[src/rtl/reg_file_param.sv]
// reg_file_param: parametrised multi-port CPU register file.
//   Three combinational read ports (Rd, Rs, Rm) and two synchronous write
//   ports (Rd, Rs). Addresses at or above DEPTH read as 0 and are never written.
//   When Rd and Rs write the same register, Rs wins. BYPASS=1 forwards
//   same-cycle write data to the read ports. Clear_Req starts a sequential
//   clear of one register per cycle. Busy is high while the clear runs, and
//   write ports are ignored while it is high.
// Ports:
//   Clock, Reset_n               clock, synchronous active-low reset
//   Rd_Addr, Rs_Addr, Rm_Addr    read/write addresses (Rm is read-only)
//   Rd_Wen, Rs_Wen               write enables
//   Rd_Data, Rs_Data             write data
//   Clear_Req                    start bulk clear
//   Rd_Out, Rs_Out, Rm_Out       read data (combinational)
//   Busy                         registered clear-in-progress flag
module reg_file_param #(
    parameter int unsigned DATA_W = 16,
    parameter int unsigned DEPTH  = 16,
    parameter int unsigned ADDR_W = 7,
    parameter int unsigned BYPASS = 0
) (
    input  logic              Clock,
    input  logic              Reset_n,
    input  logic [ADDR_W-1:0] Rd_Addr,
    input  logic [ADDR_W-1:0] Rs_Addr,
    input  logic [ADDR_W-1:0] Rm_Addr,
    input  logic              Rd_Wen,
    input  logic              Rs_Wen,
    input  logic [DATA_W-1:0] Rd_Data,
    input  logic [DATA_W-1:0] Rs_Data,
    input  logic              Clear_Req,
    output logic [DATA_W-1:0] Rd_Out,
    output logic [DATA_W-1:0] Rs_Out,
    output logic [DATA_W-1:0] Rm_Out,
    output logic              Busy
);

    localparam int unsigned     PTR_W     = (DEPTH > 1) ? $clog2(DEPTH) : 1;
    localparam logic [ADDR_W:0] DEPTH_EXT = (ADDR_W + 1)'(DEPTH);
    localparam logic [PTR_W-1:0] PTR_LAST = PTR_W'(DEPTH - 1);

    typedef enum logic {
        S_IDLE  = 1'b0,
        S_CLEAR = 1'b1
    } state_t;

    state_t             state_q, state_d;
    logic [PTR_W-1:0]   ptr_q, ptr_d;
    logic               busy_q, busy_d;
    logic               clr_we;

    logic [DATA_W-1:0]  mem_q [DEPTH];

    logic               rd_in, rs_in;
    logic               rd_we, rs_we;
    logic [PTR_W-1:0]   rd_idx, rs_idx;

    // Write acceptance: enabled, in range, not clearing, not in reset
    always_comb begin
        rd_in  = {1'b0, Rd_Addr} < DEPTH_EXT;
        rs_in  = {1'b0, Rs_Addr} < DEPTH_EXT;
        rd_we  = Rd_Wen && rd_in && (state_q == S_IDLE) && Reset_n;
        rs_we  = Rs_Wen && rs_in && (state_q == S_IDLE) && Reset_n;
        rd_idx = PTR_W'(Rd_Addr);
        rs_idx = PTR_W'(Rs_Addr);
    end

    // Clear engine state register
    always_ff @(posedge Clock) begin
        if (!Reset_n) begin
            state_q <= S_IDLE;
            ptr_q   <= '0;
            busy_q  <= 1'b0;
        end else begin
            state_q <= state_d;
            ptr_q   <= ptr_d;
            busy_q  <= busy_d;
        end
    end

    // Clear engine next-state logic
    always_comb begin
        state_d = state_q;
        ptr_d   = ptr_q;
        clr_we  = 1'b0;
        busy_d  = 1'b0;
        case (state_q)
            S_IDLE: begin
                if (Clear_Req) begin
                    state_d = S_CLEAR;
                    ptr_d   = '0;
                end
            end
            S_CLEAR: begin
                clr_we = 1'b1;
                if (ptr_q == PTR_LAST) begin
                    state_d = S_IDLE;
                    ptr_d   = '0;
                end else begin
                    ptr_d = ptr_q + PTR_W'(1);
                end
            end
            default: begin
                state_d = S_IDLE;
                ptr_d   = '0;
            end
        endcase
        busy_d = (state_d == S_CLEAR);
    end

    // Register array; Rs beats Rd on a shared address
    always_ff @(posedge Clock) begin
        if (!Reset_n) begin
            for (int unsigned i = 0; i < DEPTH; i++) begin
                mem_q[i] <= '0;
            end
        end else begin
            for (int unsigned i = 0; i < DEPTH; i++) begin
                if (clr_we && (ptr_q == PTR_W'(i))) begin
                    mem_q[i] <= '0;
                end else if (rs_we && (rs_idx == PTR_W'(i))) begin
                    mem_q[i] <= Rs_Data;
                end else if (rd_we && (rd_idx == PTR_W'(i))) begin
                    mem_q[i] <= Rd_Data;
                end
            end
        end
    end

    // One read port: range check, then optional same-cycle forwarding
    function automatic logic [DATA_W-1:0] read_port(input logic [ADDR_W-1:0] addr);
        logic              in_rng;
        logic [DATA_W-1:0] val;
        in_rng = {1'b0, addr} < DEPTH_EXT;
        val    = in_rng ? mem_q[PTR_W'(addr)] : '0;
        if ((BYPASS != 0) && in_rng) begin
            if (rd_we && (Rd_Addr == addr)) val = Rd_Data;
            if (rs_we && (Rs_Addr == addr)) val = Rs_Data;
        end
        return val;
    endfunction

    always_comb begin
        Rd_Out = read_port(Rd_Addr);
        Rs_Out = read_port(Rs_Addr);
        Rm_Out = read_port(Rm_Addr);
    end

    assign Busy = busy_q;

endmodule

[config.mk]
export PLATFORM = sky130hd
export DESIGN_NAME = reg_file_param
export DESIGN_NICKNAME = d
export VERILOG_FILES = /design/src/rtl/reg_file_param.sv
export SDC_FILE = /design/constraint.sdc
export NUM_CORES = 1
export LEC_CHECK = 0
export CAP_MARGIN = 20
export CORE_ASPECT_RATIO = 1.4
export CORE_MARGIN = 10
export CORE_UTILIZATION = 25
export CTS_CLUSTER_SIZE = 30
export DETAILED_ROUTE_END_ITERATION = 10
export PLACE_DENSITY = 0.48
export SLEW_MARGIN = 20
export SYNTH_ARGS = -nofsm -noshare
export SYNTH_HDL_FRONTEND = slang
export SYNTH_SLANG_ARGS = --single-unit
export TNS_END_PERCENT = 1
[constraint.sdc]
create_clock -name Clock -period 3.25 [get_ports Clock]
set_input_delay 0.65 -clock Clock [delete_from_list [all_inputs] [get_ports Clock]]
set_output_delay 0.65 -clock Clock [all_outputs]
set_load 0.005 [all_outputs]
Word-level counts from Yosys, hierarchy flattened

Memory sizes are Yosys's and may differ from the RTL's.
Cells that the tools add are included.
W data, S select, Z words.

Bits in latches: 0
Word-level logic and storage cells: 410
Bits of input ports: 58
Memory bits (read-only): 0
Register bits after elaboration: 5
Output and inout port bits: 49
Memories kept: 1
RAM bits: 256

Memories:

| name  | depth | bits a word | read ports | clocked after memory_dff | write ports | line | RTL |
|---|---|---|---|---|---|---|---|
| mem_q | 16    | 16          | 3          | 0                        | 16          | 52   | `logic [DATA_W-1:0] mem_q [DEPTH];` |

Reduce and logical (&&, ||, !) cells: 57
Equality and inequality tests: 46
Div/mod/pow operators: 0
Bitwise logic cells: 49
Shifts and indexed selects: 0
Order comparisons: 3
$mul: 0
Muxes and demuxes: 251
Add/sub/neg operators: 1

Operators by type and width:

| cell                  | count |
|---|---|
| $mux W16              | 51 |
| $mux W1               | 196 |
| $eq A4 B4 Y1 const B  | 24 |
| $logic_and A1 B1 Y1   | 54 |
| $eq A4 B3 Y1 const B  | 12 |
| $or A1 B1 Y1          | 48 |
| $eq A4 B2 Y1 const B  | 6 |
| $lt A7 B5 Y1 const B  | 3 |
| $eq A4 B1 Y1 const B  | 3 |
| $logic_not A4 Y1      | 3 |
| $mux W4               | 2 |
| $pmux W4 S2           | 1 |
| $add A4 B1 Y4 const B | 1 |
| $ne A2 B2 Y1 const B  | 1 |
| $pmux W1 S2           | 1 |
| $not A1 Y1            | 1 |

Longest topological paths before layout

Depth in word-level cells: 11
Depth in mapped cells: 7
Mapped depth without buffers: 6

Worst setup path after synthesis

Ideal clock, no wire load.

Kind: register to register
Start point: register Busy (netlist name)
End point: memory mem_q[3][0], enable pin
Period minus slack after synthesis: 3,258 ps
Setup slack: -8 ps
Data arrival time: 2,811 ps
Buffers on the path: 1
Stages on the path, launching flop included: 4
Setup time: 447 ps
Required time: 2,803 ps
Cell sequence: dfxtp_1 clkbuf_1 nand2_1 o311ai_0

RTL lines:

| element          | line |
|---|---|
| end: declaration | 52 |

Final worst setup path

Start point: input port Rd_Addr[6]
End point: output port Rd_Out[12]

Longest elaborated chain between the ends: 2

RTL lines:

| element            | line | RTL |
|---|---|---|
| start: declaration | 24   | `input logic [ADDR_W-1:0] Rd_Addr,` |
| $lt A7 B5 Y1       | 134  | `in_rng = {1'b0, addr} < DEPTH_EXT;` |
| $mux W16           | 135  | `val = in_rng ? mem_q[PTR_W'(addr)] : '0;` |
| end: declaration   | 32   | `output logic [DATA_W-1:0] Rd_Out,` |

No other way between the ends.

==> flow_summary.yaml <==
status:
  outcome: "finished with violations"
  violations: "negative setup slack"
critical_path:
  required_ns: 2.60
  cp_max_fo: 12
  start_kind: "primary input"
  crit_path_end_kind: "output port"
  cp.arrival_ns: 2.72
  crit_type: "in -> out"
sta:
  max_freq_mhz: 296
  relSlewSlack_pct: 28.9
  hold_violations: 0
  maxSlewViolCount: 0
  worst_slew_pin_slew_ns: 1.06
  fin_worst_skew_ns: 0.0148
  setup_viol: 18
  rsz0062_at_grt: "true"
  setup_slack_ns: -0.124
  post-route-period-util_pct: 104
  setup_tns_ns: -1.12
  finalCriticalPeriod_ns: 3.37
power:
  powerDensity_nw_per_um2: 379
  peakVddDrop_mv: 0.301
  switching_share_pct: 28.7
  p_leak_nw: 8.15
  p_total_w: 0.00896
  sequentialPowerShare_pct: 44.2
  power_frac_comb_pct: 18.7
  p_sw_w: 0.00257
  p_int_w: 0.00639
  pwr-share-clk_pct: 37.1
detailed_routing:
  drc: 0
  drt_iter0_drc: 2109
  firstDrtPassIters: 6
  dr_total_vias: 16803
  antenna_left: 0
  wl_per_cell_um: 34.5
  vias_per_cell: 5.93
  wl_um: 97800
run:
  cap_violations: 0
cts:
  cts_made_buffers: 28
  htreeDepth: 1
  path_clk_slew_ns: 0.05
  insertion_delay_ns: 0.58
  cts_tree: "yes"
  clock-sinks: 261
  cts_max_path_buffers: 3
  cts-root-buf: "clkbuf_16"
logic_synthesis:
  synth_seq_cells: 261
  synth_warnings: 0
  synth_cell_type_count: 50
  synth-edff-count: 256
  avgSynthCellArea_sq_um: 11.1
  synth-main-ff-cell: "edfxtp_1"
  synthCells: 1698
  synthArstFlopShare_pct: 0
  syn_area_sq_um: 18800
  synth_nets: 1760
  yosysSeqAreaShare_pct: 41.5
global_route:
  grt_pass1_wl_um: 134000
  track_usage_pct: 22.1
  antenna_found_initial: 6
  grt-ovfl-total: 0
  grt_pass1_vias: 16700
  grt_max_degree: 33
final_layout:
  n_fill_cell: 7435
  fin_cells: 2832
  drive_above_1_share_pct: 27.4
  nNetsFinal: 1914
  area_growth_syn_to_layout_pct: 25.9
floorplanning:
  fp.coreArea_sq_um: 74300
  ios: 107
  die_w_um: 252
  rows: 118
  dieArea_sq_um: 86600
  die_h_um: 344
  start_util_pct: 25.3
hold_path:
  hold_path.class: "reg -> reg"
place:
  gp_congestion: 0.994
  place_hpwl_um: 71500
  dp_cells: 2781
  portBuffers: 106
## logic make-up (layout without fill, tap and decap cells)
group | Yosys count | count (layout) | share of synthesized area (%)
adder cells (fa/ha/maj) | 4 | 4 | 0.267
other | 0 | 1 | 0
multiplexers | 247 | 247 | 23.5
flip-flops | 261 | 261 | 41.5
AO/OA/AOI/OAI | 411 | 411 | 15.7
buffers and inverters | 230 | 403 | 5.67
AND/OR/NAND/NOR | 545 | 545 | 13.4
## metal layers
| metal | GRT usage [%] | wire, um |
|---|---|---|
| met3 | 4.20 | 9180 |
| met2 | 37.3 | 46600 |
| met4 | 14.5 | 7450 |
| met5 | 0 | 72 |
| met1 | 25.4 | 34500 |
## synthesized netlist by cell type, types with 18 or more instances
cell	instances	area, sq um
clkbuf_1	107	402
nor2_1	18	67.6
mux2i_1	88	881
o21ai_0	72	360
a21oi_1	21	105
buf_2	73	365
nand2_1	424	1590
a22oi_1	66	495
edfxtp_1	256	7690
mux4_2	154	3470
inv_1	23	86.3
o31ai_1	164	1230
o41ai_1	26	228
nand3_1	39	195
o21ai_1	19	95.1
## power by group through the flow
| stage | Clock, W | Sequential, W | Combinational [W] |
|---|---|---|---|
| after floorplan | 0 | 0.00397 | 0.000810 |
| after global placement | 0 | 0.00402 | 0.00163 |
| after detailed placement | 0 | 0.00403 | 0.00163 |
| after CTS | 0.00336 | 0.00396 | 0.00166 |
| after global routing | 0.00346 | 0.00397 | 0.00171 |
| final | 0.00332 | 0.00396 | 0.00168 |
## cells in the final DEF, fill, tap and decap left out, drive strengths merged, types with 2 or more instances in the layout
| master | Yosys | routed |
|---|---|---|
| a21oi | 21 | 21 |
| a221o | 14 | 14 |
| a22oi | 66 | 66 |
| a311o | 3 | 3 |
| a31oi | 3 | 3 |
| and2 | 3 | 3 |
| buf | 99 | 235 |
| bufinv | 0 | 3 |
| clkbuf | 107 | 32 |
| clkdlybuf4s50 | 0 | 66 |
| clkinv | 1 | 11 |
| clkinvlp | 0 | 2 |
| dfxtp | 5 | 5 |
| dlygate4sd2 | 0 | 27 |
| edfxtp | 256 | 256 |
| ha | 4 | 4 |
| inv | 23 | 25 |
| mux2 | 5 | 5 |
| mux2i | 88 | 88 |
| mux4 | 154 | 154 |
| nand2 | 425 | 425 |
| nand2b | 9 | 9 |
| nand3 | 39 | 39 |
| nand3b | 2 | 2 |
| nor2 | 19 | 19 |
| nor2b | 10 | 10 |
| nor3 | 5 | 5 |
| nor4 | 19 | 19 |
| o211ai | 6 | 6 |
| o21ai | 91 | 91 |
| o22ai | 3 | 3 |
| o311ai | 2 | 2 |
| o31ai | 164 | 164 |
| o41ai | 33 | 33 |
| or2 | 3 | 3 |
| or3 | 7 | 7 |
## worst paths after layout
path,from,end,slack (ns),depth (start not counted)
max,Rd_Addr[6],Rd_Out[12],-0.12,7
max reg2reg,Busy$_SDFF_PN0_,mem_q[13][13]$_SDFFCE_PN0P_,0.40,6
min reg2reg,ptr_q[0]$_SDFFE_PN0P_,ptr_q[0]$_SDFFE_PN0P_,0.55,2
min,ptr_q[0]$_SDFFE_PN0P_,ptr_q[0]$_SDFFE_PN0P_,0.55,2
## through the flow
| step | cell area (sq um) | hold WS (ns) | util [%] | setup WS (ns) |
|---|---|---|---|---|
| 2_1_floorplan | 18800 | 0.499 | - | 0.170 |
| 3_3_place_gp | 22500 | 0.529 | 30.3 | -0.933 |
| 3_5_place_dp | 22500 | 0.535 | 30.3 | -0.944 |
| 4_1_cts | 23600 | 0.544 | 31.8 | -0.224 |
| 5_1_grt | 23600 | 0.582 | 31.8 | -0.168 |
| 6_report | 23600 | 0.546 | 31.8 | -0.124 |
## state kept, by name, summed over array words and instances, names as in the netlist
signal / count
mem_q: 256
ptr_q: 4
Busy: 1
## critical path, cell delays in order
cell and delay (ns):
clkdlybuf4s50_1 0.43, or3_4 0.45, nor2_4 0.24, buf_12 0.20
a22oi_2 0.11, o21ai_4 0.09, clkdlybuf4s50_1 0.53
## layout make-up
cell class              instances  area (sq um)  share of cell area (%)
multi-input cells            1207         10200                    43.2
flip-flops and latches        261          7790                    33.0
repair buffers                330          3430                    14.5
well taps                     960          1200                    5.09
clock buffers                  32           737                    3.12
clock inverters                17           165                   0.699
inverters                      24          90.1                   0.381
diodes                          1          2.50                  0.0106
## what timing repair did
action                     CTS  global route
gates cloned                 0             0
gates resized for setup    109             3
setup buffers                1             0
pin swaps                   10             2
setup endpoints to repair   48            30
hold buffers                 0             0
Note: power is estimated with default switching activity, not from simulation.
